[src/rtl/move_scheduler.sv]
`default_nettype none
// move_scheduler: frame-synchronous movement sequencer. Emits one update strobe per
// FRAME_DIV frames at the start of vertical blanking, with a debounced, registered direction.
module move_scheduler #(
  parameter int V_ACTIVE   = 480,
  parameter int FRAME_DIV  = 2,
  parameter int DEB_FRAMES = 2
) (
  input  logic       clk,
  input  logic       rst,
  input  logic       up_n,
  input  logic       down_n,
  input  logic       left_n,
  input  logic       right_n,
  input  logic       pause,
  input  logic [9:0] xCount,
  input  logic [9:0] yCount,
  output logic       update,
  output logic [2:0] dir,
  output logic       moving
);

  typedef enum logic [2:0] {
    UP    = 3'd0,
    DOWN  = 3'd1,
    LEFT  = 3'd2,
    RIGHT = 3'd3,
    STAY  = 3'd4
  } dir_t;

  localparam logic [9:0] V_LINE   = 10'(V_ACTIVE);
  localparam logic [3:0] DIV_LAST = 4'(FRAME_DIV - 1);
  localparam logic [2:0] DEB_MAX  = 3'(DEB_FRAMES);

  // Button bit order throughout: [0]=up, [1]=down, [2]=left, [3]=right.
  logic [3:0] buttons_n;
  logic [3:0] sync1;
  logic [3:0] sync2;
  logic [2:0] cnt [4];
  logic [3:0] pressed;
  logic [3:0] div;
  logic       cond;
  logic       cond_d;
  logic       tick;
  logic       step;
  logic       step_d;
  dir_t       state;
  dir_t       next_state;

  assign buttons_n = {right_n, left_n, down_n, up_n};
  assign cond      = (xCount == 10'd0) && (yCount == V_LINE);
  // Edge-detect so counters parked on the trigger point still give a single tick.
  assign tick      = cond && !cond_d;
  assign step      = tick && !pause && (div == DIV_LAST);
  assign dir       = state;

  always_comb begin
    for (int b = 0; b < 4; b++) begin
      pressed[b] = (cnt[b] == DEB_MAX);
    end
  end

  // A moving state never turns directly; it always drops back to STAY first.
  always_comb begin
    next_state = STAY;
    case (state)
      UP:      next_state = pressed[0] ? UP    : STAY;
      DOWN:    next_state = pressed[1] ? DOWN  : STAY;
      LEFT:    next_state = pressed[2] ? LEFT  : STAY;
      RIGHT:   next_state = pressed[3] ? RIGHT : STAY;
      default: begin
        if (pressed[0])      next_state = UP;
        else if (pressed[1]) next_state = DOWN;
        else if (pressed[2]) next_state = LEFT;
        else if (pressed[3]) next_state = RIGHT;
        else                 next_state = STAY;
      end
    endcase
  end

  always_ff @(posedge clk) begin
    if (rst) begin
      sync1  <= 4'hF;
      sync2  <= 4'hF;
      cond_d <= 1'b0;
      for (int b = 0; b < 4; b++) begin
        cnt[b] <= 3'd0;
      end
      div    <= 4'd0;
      step_d <= 1'b0;
      state  <= STAY;
      update <= 1'b0;
      moving <= 1'b0;
    end else begin
      sync1  <= buttons_n;
      sync2  <= sync1;
      cond_d <= cond;
      step_d <= step;
      if (tick) begin
        for (int b = 0; b < 4; b++) begin
          if (!sync2[b]) begin
            cnt[b] <= (cnt[b] == DEB_MAX) ? cnt[b] : cnt[b] + 3'd1;
          end else begin
            cnt[b] <= 3'd0;
          end
        end
        if (!pause) begin
          div <= (div == DIV_LAST) ? 4'd0 : div + 4'd1;
        end
      end
      // A step already pending when pause rises is allowed to complete.
      update <= step_d;
      if (step_d) begin
        state  <= next_state;
        moving <= (next_state != STAY);
      end
    end
  end

endmodule
`default_nettype wire
[config.mk]
export PLATFORM = sky130hd
export DESIGN_NAME = move_scheduler
export DESIGN_NICKNAME = d
export VERILOG_FILES = /design/src/rtl/move_scheduler.sv
export SDC_FILE = /design/constraint.sdc
export NUM_CORES = 1
export LEC_CHECK = 0
export BUFFER_PORTS_ARGS = -buffer_cell sky130_fd_sc_hd__buf_4
export CORE_AREA = 2 2 64 81
export DETAILED_ROUTE_END_ITERATION = 10
export DIE_AREA = 0 0 66 83
export SLEW_MARGIN = 5
export SYNTH_ARGS = -nofsm -noshare
export SYNTH_HDL_FRONTEND = slang
export SYNTH_SLANG_ARGS = --single-unit
[constraint.sdc]
create_clock -name clk -period 2.4 [get_ports clk]
set_input_delay 0.12 -clock clk [delete_from_list [all_inputs] [get_ports clk]]
set_output_delay 0.12 -clock clk [all_outputs]
set_load 0.1 [all_outputs]
-- Yosys cells after proc, flatten, opt, wreduce, memory -nomap -nowiden
Memory sizes are Yosys's and may differ from the RTL's.
Cells that the tools add are included.
Widths: inputs -> output; s select.
- flip-flop bits (word level): 19
- RAM bits: 12
- bits of input ports: 27
- output and inout bits: 5
- word-level logic and storage cells: 97
- memories: 1
- memory list (name ; words ; width ; read ports ; clocked after Yosys merged registers in ; write ports ; RTL line ; text):
    cnt ; 4 ; 3 ; 4 ; 0 ; 4 ; 39 ; logic [2:0] cnt [4];
- add/sub/neg operators: 5
- equality and inequality tests: 10
- multiplexer cells: 55
- bitwise gates (word level): 9
- reduce and logical (&&, ||, !) cells: 9
- operators with widths (kind ; count):
    $mux 3 ; 19
    $mux 1 ; 34
    $eq 3x2->1 const B ; 6
    $add 3x1->3 const B ; 4
    $pmux 3 s4 ; 1
    $eq 10x9->1 const B ; 1
    $logic_not 10->1 ; 1
    $or 1x1->1 ; 8
    $add 4x1->4 const B ; 1
    $eq 4x1->1 const B ; 1
    $logic_and 1x1->1 ; 4
    $mux 4 ; 1
    $eq 3x1->1 const B ; 1
    $logic_not 3->1 ; 1
    $ne 3x3->1 const B ; 1
    $logic_not 1->1 ; 2
    $reduce_and 2->1 ; 1
    $not 1->1 ; 1

-- Depth between registers and ports, before layout
- word-level depth: 8
- depth in mapped cells: 6
- gate-level depth less buffers: 6

-- Worst setup path before layout
No wires, ideal clock.
- path type: register to register
- start: register state[0] (netlist: dir[0])
- end: register state[2] (netlist: dir[2])
- setup time: 134 ps
- arrival time: 1934 ps
- data required time: 2266 ps
- setup slack: 332 ps
- stages on the path, launching flop included: 4
- buffers on the path: 0
- period minus slack after synthesis: 2068 ps
- cell sequence: dfxtp_1 mux4_2 nor3b_1 or4_1
- longest elaborated chain between the ends: 2
- elaborated cells between the ends (all ways): 5
- those cells by class: eq/ne: 3; mux: 1; reduce/logical: 1
- ends and longest elaborated chain (what ; RTL line ; text):
    start, declared ; 47 ; dir_t state;
    start signal, assigned ; 114 ; state <= next_state;
    $eq 3x2->1, or another cell as far along ; 66 ; case (state)
    $pmux 3 s4 (*) ; 66 ;
Every way passes the cells marked *; elsewhere a longest branch is shown, timed or not.
A chain may end at the register's enable or synchronous reset.

==> impl_metrics.tcl <==
set metrics [dict create \
    path_delay_family "simple AND/OR/NAND/NOR gates" \
    internal-power_uw 804.1 \
    max-cap-violations 0 \
    vias 1137 \
    peakVddDrop_mv 0.3199 \
    grt_pass1_wl_microns 5175 \
    crit_fanout 6 \
    firstDrtPassIters 4 \
    drive_gt1_share_pct 36.42 \
    synth_edf_count 12 \
    postCtsSetupBuffers 0 \
    path_clk_slew_ns 0.07 \
    outcome "finished clean" \
    p_sw_share_pct 22.64 \
    synth.area.top_cells "dfxtp_1 25%, edfxtp_1 24%, ha_1 6.6%, nor3_2 5.3%, nor2b_1 4.1%" \
    layout.nets 207 \
    yosysSeqAreaShare_pct 48.97 \
    timing.final.crit_share_pct 82.90 \
    clk_latency_ns 0.28 \
    max_stage_delay_ns 0.50 \
    synth_nets 172 \
    rr_worst_depth 6 \
    viasPerCell 4.880 \
    die_height_microns 83 \
    placeableCoreArea_sq_um 4695 \
    ant_nets 0 \
    synth_flop_cell "dfxtp_1" \
    wire_per_inst_microns 12.45 \
    antenna_cells 0 \
    initial_utilization_pct 32.22 \
    cts-root-buf "clkbuf_8" \
    leakage_uw 0.0007221 \
    critical_path_class "register to register" \
    antenna_found_initial 0 \
    fmax_mhz 502.6 \
    synth.most_common_cell "dfxtp_1" \
    worstPathArrival_ns 2.14 \
    p_total_uw 1039 \
    ys_warn_count 0 \
    rsz0062_at_grt "false" \
    track_usage_pct 12.10 \
    async_reset_ff_share_pct 0 \
    hold_violations 0 \
    cts_buffers 5 \
    hp-start "right_n" \
    synth_seq_cells 31 \
    die_w_microns 66 \
    hold_buffers 0 \
    hpwl_microns 2256 \
    slew_headroom_pct 69.86 \
    crit_chain "inv_1, ha_1, nor2b_1, mux4_2, nor3b_1, or4_1" \
    cts_buffer_depth 2 \
    comb_power_share_pct 6.9 \
    io_buffers 31 \
    end_kind "register" \
    fin_crit_ns 1.990 \
    r2r_slack_ns 0.41 \
    cts_sinks 31 \
    htree_levels 2 \
    syn_area_sq_um 1513 \
    yosysUniqueCellTypes 37 \
    r2r-end "dir[2]" \
    powerDensity_nw_per_um2 550.1 \
    drtIter0Drc 20 \
    ctsResizeCount 0 \
    hp-class "input pin to register" \
    yosysTopAreaCell "dfxtp_1" \
    pin_count 32 \
    drc_errors 0 \
    synth_top_area_share_pct 25.14 \
    startpoint_type "register" \
    cpMaxStageDelayCell "or4_1" \
    syn_to_final_growth_pct 24.90 \
    seqPwrFrac_pct 54.8 \
    clkPwrFrac_pct 38.3 \
    crit_required_ns 2.55 \
    finClkSkew_ns 0.006254 \
    cts_tree "done" \
    final_max_slew_viol_count 0 \
    fp-row-count 28 \
    hold_end "sync1[3]" \
    synth.avg_cell_area_sq_um 11.04 \
    grt_pass1_vias 1221 \
    worst_pin_slew_ns 0.4474 \
    critPathBufInv 1 \
    synthTopCellsByCount "19 x dfxtp_1, 12 x edfxtp_1, 11 x nor2_1" \
    gp_congestion 0.7764 \
    final_core_util_pct 40.25 \
    r2r-start "cnt[1][0]" \
    holdPathStages 2 \
    fp.dieArea_sq_um 5478 \
    setup-tns-final_ns 0 \
    gr-total-overflow 0 \
    p_sw_uw 235.3 \
    grt_max_degree 21 \
    syn_inst 137 \
    setup_viol 0 \
    routed_wirelength_microns 2901 \
]
==> state kept, by name (all words and copies together) (netlist names), 3 cells and up <==
register / count
cnt: 12
dir: 3
div: 4
sync1: 4
sync2: 4
==> area by class of cell <==
class                   count  area, sq um
clock inverters             3        18.77
flip-flops and latches     31        740.7
repair buffers             31        232.7
inverters                   6        22.52
clock buffers               5        68.82
well taps                  60        75.07
fillers                   484         2805
multi-input cells          97        730.7
==> cells by family (layout without fill, tap and decap cells) <==
group / Yosys count / after routing / share of synthesized area, %
AND/OR/NAND/NOR: 67 / 67 / 29.86
flip-flops: 31 / 31 / 48.97
AO/OA/AOI/OAI: 13 / 13 / 5.211
buffers and inverters: 9 / 45 / 2.730
adder cells (fa/ha/maj): 8 / 8 / 6.617
multiplexers: 5 / 5 / 4.301
XOR/XNOR: 4 / 4 / 2.316
==> metal layers <==
metal / track usage (%) / vias to the layer above / routed length, microns
met5: 0 / - / 0
met4: 3.896 / 0 / 30
met3: 3.523 / 4 / 157
met2: 22.96 / 35 / 1640
met1: 12.18 / 534 / 1071
li1: - / 564 / -
==> worst max path at each step <==
stage / from / slack (ns) / to / cells after the start
2_1_floorplan: dir[0] / 0.33 / dir[2] / 3
3_3_place_gp: yCount[3] / 0.41 / cnt[2][1] / 5
3_5_place_dp: xCount[2] / 0.31 / cnt[1][2] / 5
4_1_cts: cnt[1][0] / 0.40 / dir[2] / 6
5_1_grt: cnt[1][0] / 0.23 / dir[2] / 6
6_report: cnt[1][0] / 0.41 / dir[2] / 6
==> placed cells by master (no fill, tap or decap), types with 2 or more instances in the layout <==
cell type	netlist	routed
nor2_1	11	11
o21ai_0	6	6
nor3_2	8	8
xnor2_1	4	4
nand3_1	2	2
nand2b_1	3	3
and4_1	2	2
mux2i_1	2	2
nor2b_1	10	10
or2_2	8	8
a21oi_1	3	3
a31o_2	2	2
nor3_1	6	6
edfxtp_1	12	12
buf_4	0	31
mux2_2	2	2
inv_1	6	6
clkbuf_8	0	5
nor4_1	3	3
ha_1	8	8
dfxtp_1	19	19
or4_4	2	2
==> per-stage QoR <==
stage	area [sq um]	instances	hold WS (ns)	setup WS, ns
3_3_place_gp	1802	225	0.3039	0.4051
4_1_cts	1889	233	0.01486	0.4023
3_5_place_dp	1802	225	0.3078	0.3150
6_report	1889	233	0.01620	0.4104
5_1_grt	1889	233	0.01833	0.2281
2_1_floorplan	1513	137	0.2238	0.3319
==> power by group through the flow <==
stage / combinational, uW / clock, uW / sequential [uW]
floorplan: 33.2 / 0 / 578
global placement: 69.5 / 0 / 580
detailed placement: 72.3 / 0 / 581
global route: 80.8 / 433 / 572
finish: 71.3 / 399 / 570
CTS: 72.6 / 408 / 569
No activity file was read; power rests on OpenSTA's default activity.
